==> src/rtl/sar_search_pkg.sv <==
// Shared definitions for the successive-approximation search block:
// FSM state encoding and the default data width.
package sar_search_pkg;

  localparam int WIDTH_DEFAULT = 4;

  typedef enum logic [1:0] {
    IDLE   = 2'd0,
    SEARCH = 2'd1,
    DONE   = 2'd2
  } state_t;

endpackage

==> src/rtl/sar_search_if.sv <==
// Probe/answer bus between the search engine and its external comparator.
// Handshake: the engine holds probe stable while probe_valid=1 and advances only on a cycle with gt_valid=1.
interface sar_search_if
  import sar_search_pkg::*;
#(
  parameter int WIDTH = WIDTH_DEFAULT
);

  logic             start;
  logic             abort;
  logic             gt_in;
  logic             gt_valid;
  logic [WIDTH-1:0] probe;
  logic             probe_valid;
  logic             busy;
  logic             done;
  logic [WIDTH-1:0] result;
  state_t           state;

  modport master (
    output start, abort, gt_in, gt_valid,
    input  probe, probe_valid, busy, done, result, state
  );

  modport slave (
    input  start, abort, gt_in, gt_valid,
    output probe, probe_valid, busy, done, result, state
  );

endinterface

==> src/rtl/sar_search.sv <==
// Successive-approximation recovery of a hidden value T, MSB first, from
// "T > probe" answers supplied by an external comparator.
module sar_search
  import sar_search_pkg::*;
#(
  parameter int WIDTH = WIDTH_DEFAULT
) (
  input logic       clk,
  input logic       rst,
  sar_search_if.slave bus
);

  localparam int KW = (WIDTH > 1) ? $clog2(WIDTH) : 1;

  state_t           state;
  logic [WIDTH-1:0] acc;
  logic [KW-1:0]    k;
  logic [WIDTH-1:0] probe_r;
  logic [WIDTH-1:0] result_r;
  logic             probe_valid_r;
  logic             busy_r;
  logic             done_r;

  logic [WIDTH-1:0] bit_k;
  logic [WIDTH-1:0] acc_next;
  logic [KW-1:0]    k_dec;
  logic [WIDTH-1:0] probe_next;

  // Probe is (trial - 1) so that "T > probe" is the same as "T >= trial".
  always_comb begin
    bit_k      = WIDTH'(1) << k;
    acc_next   = bus.gt_in ? (acc | bit_k) : acc;
    k_dec      = k - KW'(1);
    probe_next = (acc_next | (WIDTH'(1) << k_dec)) - WIDTH'(1);
  end

  always_ff @(posedge clk or posedge rst) begin
    if (rst) begin
      state         <= IDLE;
      acc           <= '0;
      k             <= '0;
      probe_r       <= '0;
      result_r      <= '0;
      probe_valid_r <= 1'b0;
      busy_r        <= 1'b0;
      done_r        <= 1'b0;
    end else begin
      case (state)
        IDLE: begin
          done_r <= 1'b0;
          if (bus.start && !bus.abort) begin
            state         <= SEARCH;
            acc           <= '0;
            k             <= KW'(WIDTH - 1);
            probe_r       <= (WIDTH'(1) << (WIDTH - 1)) - WIDTH'(1);
            probe_valid_r <= 1'b1;
            busy_r        <= 1'b1;
          end
        end
        SEARCH: begin
          if (bus.abort) begin
            state         <= IDLE;
            probe_r       <= '0;
            probe_valid_r <= 1'b0;
            busy_r        <= 1'b0;
          end else if (bus.gt_valid) begin
            acc <= acc_next;
            if (k != '0) begin
              k       <= k_dec;
              probe_r <= probe_next;
            end else begin
              state         <= DONE;
              result_r      <= acc_next;
              done_r        <= 1'b1;
              busy_r        <= 1'b0;
              probe_valid_r <= 1'b0;
              probe_r       <= '0;
            end
          end
        end
        DONE: begin
          state  <= IDLE;
          done_r <= 1'b0;
        end
        default: begin
          state <= IDLE;
        end
      endcase
    end
  end

  assign bus.probe       = probe_r;
  assign bus.probe_valid = probe_valid_r;
  assign bus.busy        = busy_r;
  assign bus.done        = done_r;
  assign bus.result      = result_r;
  assign bus.state       = state;

endmodule

==> src/flat_wrapper.sv <==
// flat-port wrapper written by rule: the top's interface ports become plain ports
module sar_search_flat import sar_search_pkg::*;
#(
  parameter int WIDTH = WIDTH_DEFAULT
)
  (clk, rst, bus_start, bus_abort, bus_gt_in, bus_gt_valid, bus_probe, bus_probe_valid, bus_busy, bus_done, bus_result, bus_state);
  sar_search_if #(.WIDTH(WIDTH)) bus_i ();
  input logic clk;
  input logic rst;
  input wire logic [$bits(bus_i.start)-1:0] bus_start;
  input wire logic [$bits(bus_i.abort)-1:0] bus_abort;
  input wire logic [$bits(bus_i.gt_in)-1:0] bus_gt_in;
  input wire logic [$bits(bus_i.gt_valid)-1:0] bus_gt_valid;
  output wire logic [$bits(bus_i.probe)-1:0] bus_probe;
  output wire logic [$bits(bus_i.probe_valid)-1:0] bus_probe_valid;
  output wire logic [$bits(bus_i.busy)-1:0] bus_busy;
  output wire logic [$bits(bus_i.done)-1:0] bus_done;
  output wire logic [$bits(bus_i.result)-1:0] bus_result;
  output wire logic [$bits(bus_i.state)-1:0] bus_state;
  assign bus_i.start = bus_start;
  assign bus_i.abort = bus_abort;
  assign bus_i.gt_in = bus_gt_in;
  assign bus_i.gt_valid = bus_gt_valid;
  assign bus_probe = bus_i.probe;
  assign bus_probe_valid = bus_i.probe_valid;
  assign bus_busy = bus_i.busy;
  assign bus_done = bus_i.done;
  assign bus_result = bus_i.result;
  assign bus_state = bus_i.state;
  sar_search #(.WIDTH(WIDTH)) u_core (.clk(clk), .rst(rst), .bus(bus_i));
endmodule
==> config.mk <==
export PLATFORM = sky130hd
export DESIGN_NAME = sar_search_flat
export DESIGN_NICKNAME = d
export VERILOG_FILES = /design/src/rtl/sar_search_pkg.sv /design/src/rtl/sar_search_if.sv /design/src/rtl/sar_search.sv /design/src/flat_wrapper.sv
export SDC_FILE = /design/constraint.sdc
export NUM_CORES = 1
export LEC_CHECK = 0
export CORE_MARGIN = 2
export CORE_UTILIZATION = 45
export CTS_BUF_LIST = sky130_fd_sc_hd__clkbuf_4 sky130_fd_sc_hd__clkbuf_8
export DETAILED_ROUTE_END_ITERATION = 12
export DONT_BUFFER_PORTS = 1
export PLACE_DENSITY = 0.66
export SLEW_MARGIN = 20
export SYNTH_ARGS = -nofsm -noshare
export SYNTH_HDL_FRONTEND = slang
export SYNTH_SLANG_ARGS = --single-unit
==> constraint.sdc <==
create_clock -name clk -period 1.8 [get_ports clk]
set_input_delay 0.54 -clock clk [delete_from_list [all_inputs] [get_ports clk]]
set_output_delay 0.54 -clock clk [all_outputs]
set_load 0.03 [all_outputs]
==> flow_metrics.env <==
export IMPL_top_layer_used="met4"
export IMPL_hpwl_um=1367
export IMPL_fin_cells=131
export IMPL_area_delta_synth_final_pct=8.609
export IMPL_clk_latency_ns=0.29
export IMPL_wl_per_cell_um=14.17
export IMPL_via_per_inst=5.687
export IMPL_final_common_cell="dfrtp_1"
export IMPL_core_um2=1962
export IMPL_final_cell_mix="dfrtp_1 (18), nand2_1 (12), a21oi_1 (11)"
export IMPL_finalSetupTns_ns=0
export IMPL_port_buffers=0
export IMPL_ys_ff_latch=18
export IMPL_cts_tree="built"
export IMPL_utilization_pct=52.30
export IMPL_period_needed_ns=1.673
export IMPL_met3_length_um=101
export IMPL_n_antenna_cell=0
export IMPL_async_flop_share_pct=100.0
export IMPL_period_share_pct=92.95
export IMPL_dieArea_um2=2482
export IMPL_grt_setup_unrepaired="false"
export IMPL_hold_path_class="input port to asynchronous set/reset pin"
export IMPL_max_cap_viol_count=0
export IMPL_ir_worst_vdd_v=0.0007473
export IMPL_fin_area_um2=1026
export IMPL_finalWirelength_um=1856
export IMPL_numCtsBuffers=3
export IMPL_critPathRequiredTime_ns=1.99
export IMPL_pre_cts_ws_ns=0.1473
export IMPL_clockBufferDepth=2
export IMPL_status="finished clean"
export IMPL_fillers=201
export IMPL_hold_viol_final=0
export IMPL_finClkSkew_ns=0.0009869
export IMPL_setup_viol=0
export IMPL_postCtsHoldBufs=0
export IMPL_cts_root_buf="clkbuf_4"
export IMPL_synth_distinct_cells=31
export IMPL_vias=745
export IMPL_dieHeight_um=49.82
export IMPL_worst_slack_ns=0.1269
export IMPL_synth_edf_count=0
export IMPL_slew_violations=0
export IMPL_grt_overflow=0
export IMPL_grt_max_degree=19
export IMPL_grt_pass1_vias=713
export IMPL_clock_sinks=18
export IMPL_synth_area_per_cell_um2=9.447
export IMPL_rows=16
export IMPL_groute_usage_overall_pct=17.45
export IMPL_placed_area_um2=987.2
export IMPL_ant_nets=0
export IMPL_htree_num_levels=1
export IMPL_wl_met1_um=827
export IMPL_hold_slack_ns=0.1369
export IMPL_syn_inst=100
export IMPL_cp_arrival_ns=1.86
export IMPL_power_mw=1.137
export IMPL_dp_cells=127
export IMPL_syn_cell_area_um2=944.7
export IMPL_drc=0
export IMPL_yosys_warnings=0
export IMPL_fp_dieW_um=49.82
export IMPL_fin_nets=115
export IMPL_worst_path_max_fanout=5
export IMPL_worst_slew_pin_slew_ns=0.5670
export IMPL_cp_start_kind="register"
export IMPL_syn_nets=110
export IMPL_dr_wl_met2_um=884
export IMPL_slew_limit_headroom_pct=62.20
export IMPL_critPathKind="register to register"
export IMPL_grt_first_pass_wirelength_um=3305
export IMPL_cts_clk_slew_worst_paths_ns=0.10
export IMPL_leakagePower_nw=0.4991
export IMPL_gp_congestion=0.8433
export IMPL_worst_setup_path_end_kind="register"
export IMPL_io_pins=19
export IMPL_drtPass1Iterations=4
export IMPL_drt_initial_drc_count=12
export IMPL_drive_above_1_share_pct=15.38
export IMPL_initial_utilization_pct=48.15
export IMPL_cellPowerDensity_nw_per_um2=1108
export IMPL_antenna_found_initial=0
export IMPL_fmax_mhz=597.7
export IMPL_ys_seq_area_share_pct=47.68
export IMPL_ys_flop_type="dfrtp_1"
[power breakdown]
group / internal (mW) / total [mW] / switching (mW)
combinational: 0.116 / 0.271 / 0.155
sequential: 0.466 / 0.616 / 0.150
clock: 0.123 / 0.249 / 0.126
total: 0.706 / 1.14 / 0.431
[cells by family (layout without fill, tap and decap cells)]
logic type | Yosys count | after routing | synth area share (%)
muxes | 2 | 2 | 2.119
buffers and inverters | 12 | 16 | 6.226
and+or+nand+nor | 33 | 33 | 17.75
adders and majority gates | 4 | 4 | 5.298
xor gates and xnor gates | 2 | 2 | 1.855
AOI/OAI and AO/OA | 29 | 29 | 19.07
DFF | 18 | 18 | 47.68
[worst max-delay path, stage by stage (launching register included)]
cell      delay, ns
dfrtp_1        0.42
inv_1          0.09
ha_1           0.27
a211oi_2       0.24
nand3_1        0.12
xor2_1         0.18
a22o_1         0.24
[cell usage after synthesis, types with 2 or more instances]
cell	count	area [um^2]
a21oi_1	11	55.05
a31oi_1	3	18.77
buf_2	2	10.01
clkbuf_1	2	7.510
dfrtp_1	18	450.4
ha_1	4	50.05
inv_1	6	22.52
mux2i_1	2	20.02
nand2_1	12	45.04
nand3_1	2	10.01
nand3b_1	2	15.01
nor2_1	10	37.54
o21ai_0	8	40.04
[routing by layer]
layer / GRT usage, % / up-vias
li1: - / 350
met1: 21.94 / 364
met2: 29.33 / 24
met3: 6.061 / 7
met4: 2.778 / 0
met5: 0 / -
[timing repair]
item,in CTS,in global routing
setup buffers,0,0
setup endpoints to repair,0,1
gates resized for setup,0,1
[flip-flops by register name, indices dropped and copies added, names as in the netlist]
name and flops:
u_core.acc 4, u_core.bus.done 1, u_core.bus.probe 4, u_core.bus.probe_valid 1, u_core.bus.result 4, u_core.bus.state 2, u_core.k 2
[path summary, 6_finish.rpt]
path / start / endpoint / slack [ns] / cells past startpoint
min in group clk: bus_abort / u_core.bus.state[0] / 0.30 / 1
max in group asynchronous: rst / u_core.bus.probe_valid / 1.47 / 2
setup reg to reg: u_core.k[0] / u_core.bus.probe[3] / 0.13 / 6
setup / recovery: u_core.k[0] / u_core.bus.probe[3] / 0.13 / 6
hold reg to reg: u_core.acc[2] / u_core.acc[2] / 0.54 / 2
hold / removal: rst / u_core.bus.result[1] / 0.14 / 2
[area by class of cell]
cell class | instances | area [um^2] | share of cell area, %
inverter | 6 | 22.52 | 2.195
sequential | 18 | 450.4 | 43.90
tap | 27 | 33.78 | 3.293
timing repair buffer | 6 | 45.04 | 4.390
multi-input combinational | 70 | 437.9 | 42.68
clock buffer | 4 | 36.28 | 3.537
Note: power is estimated with default switching activity, not from simulation.
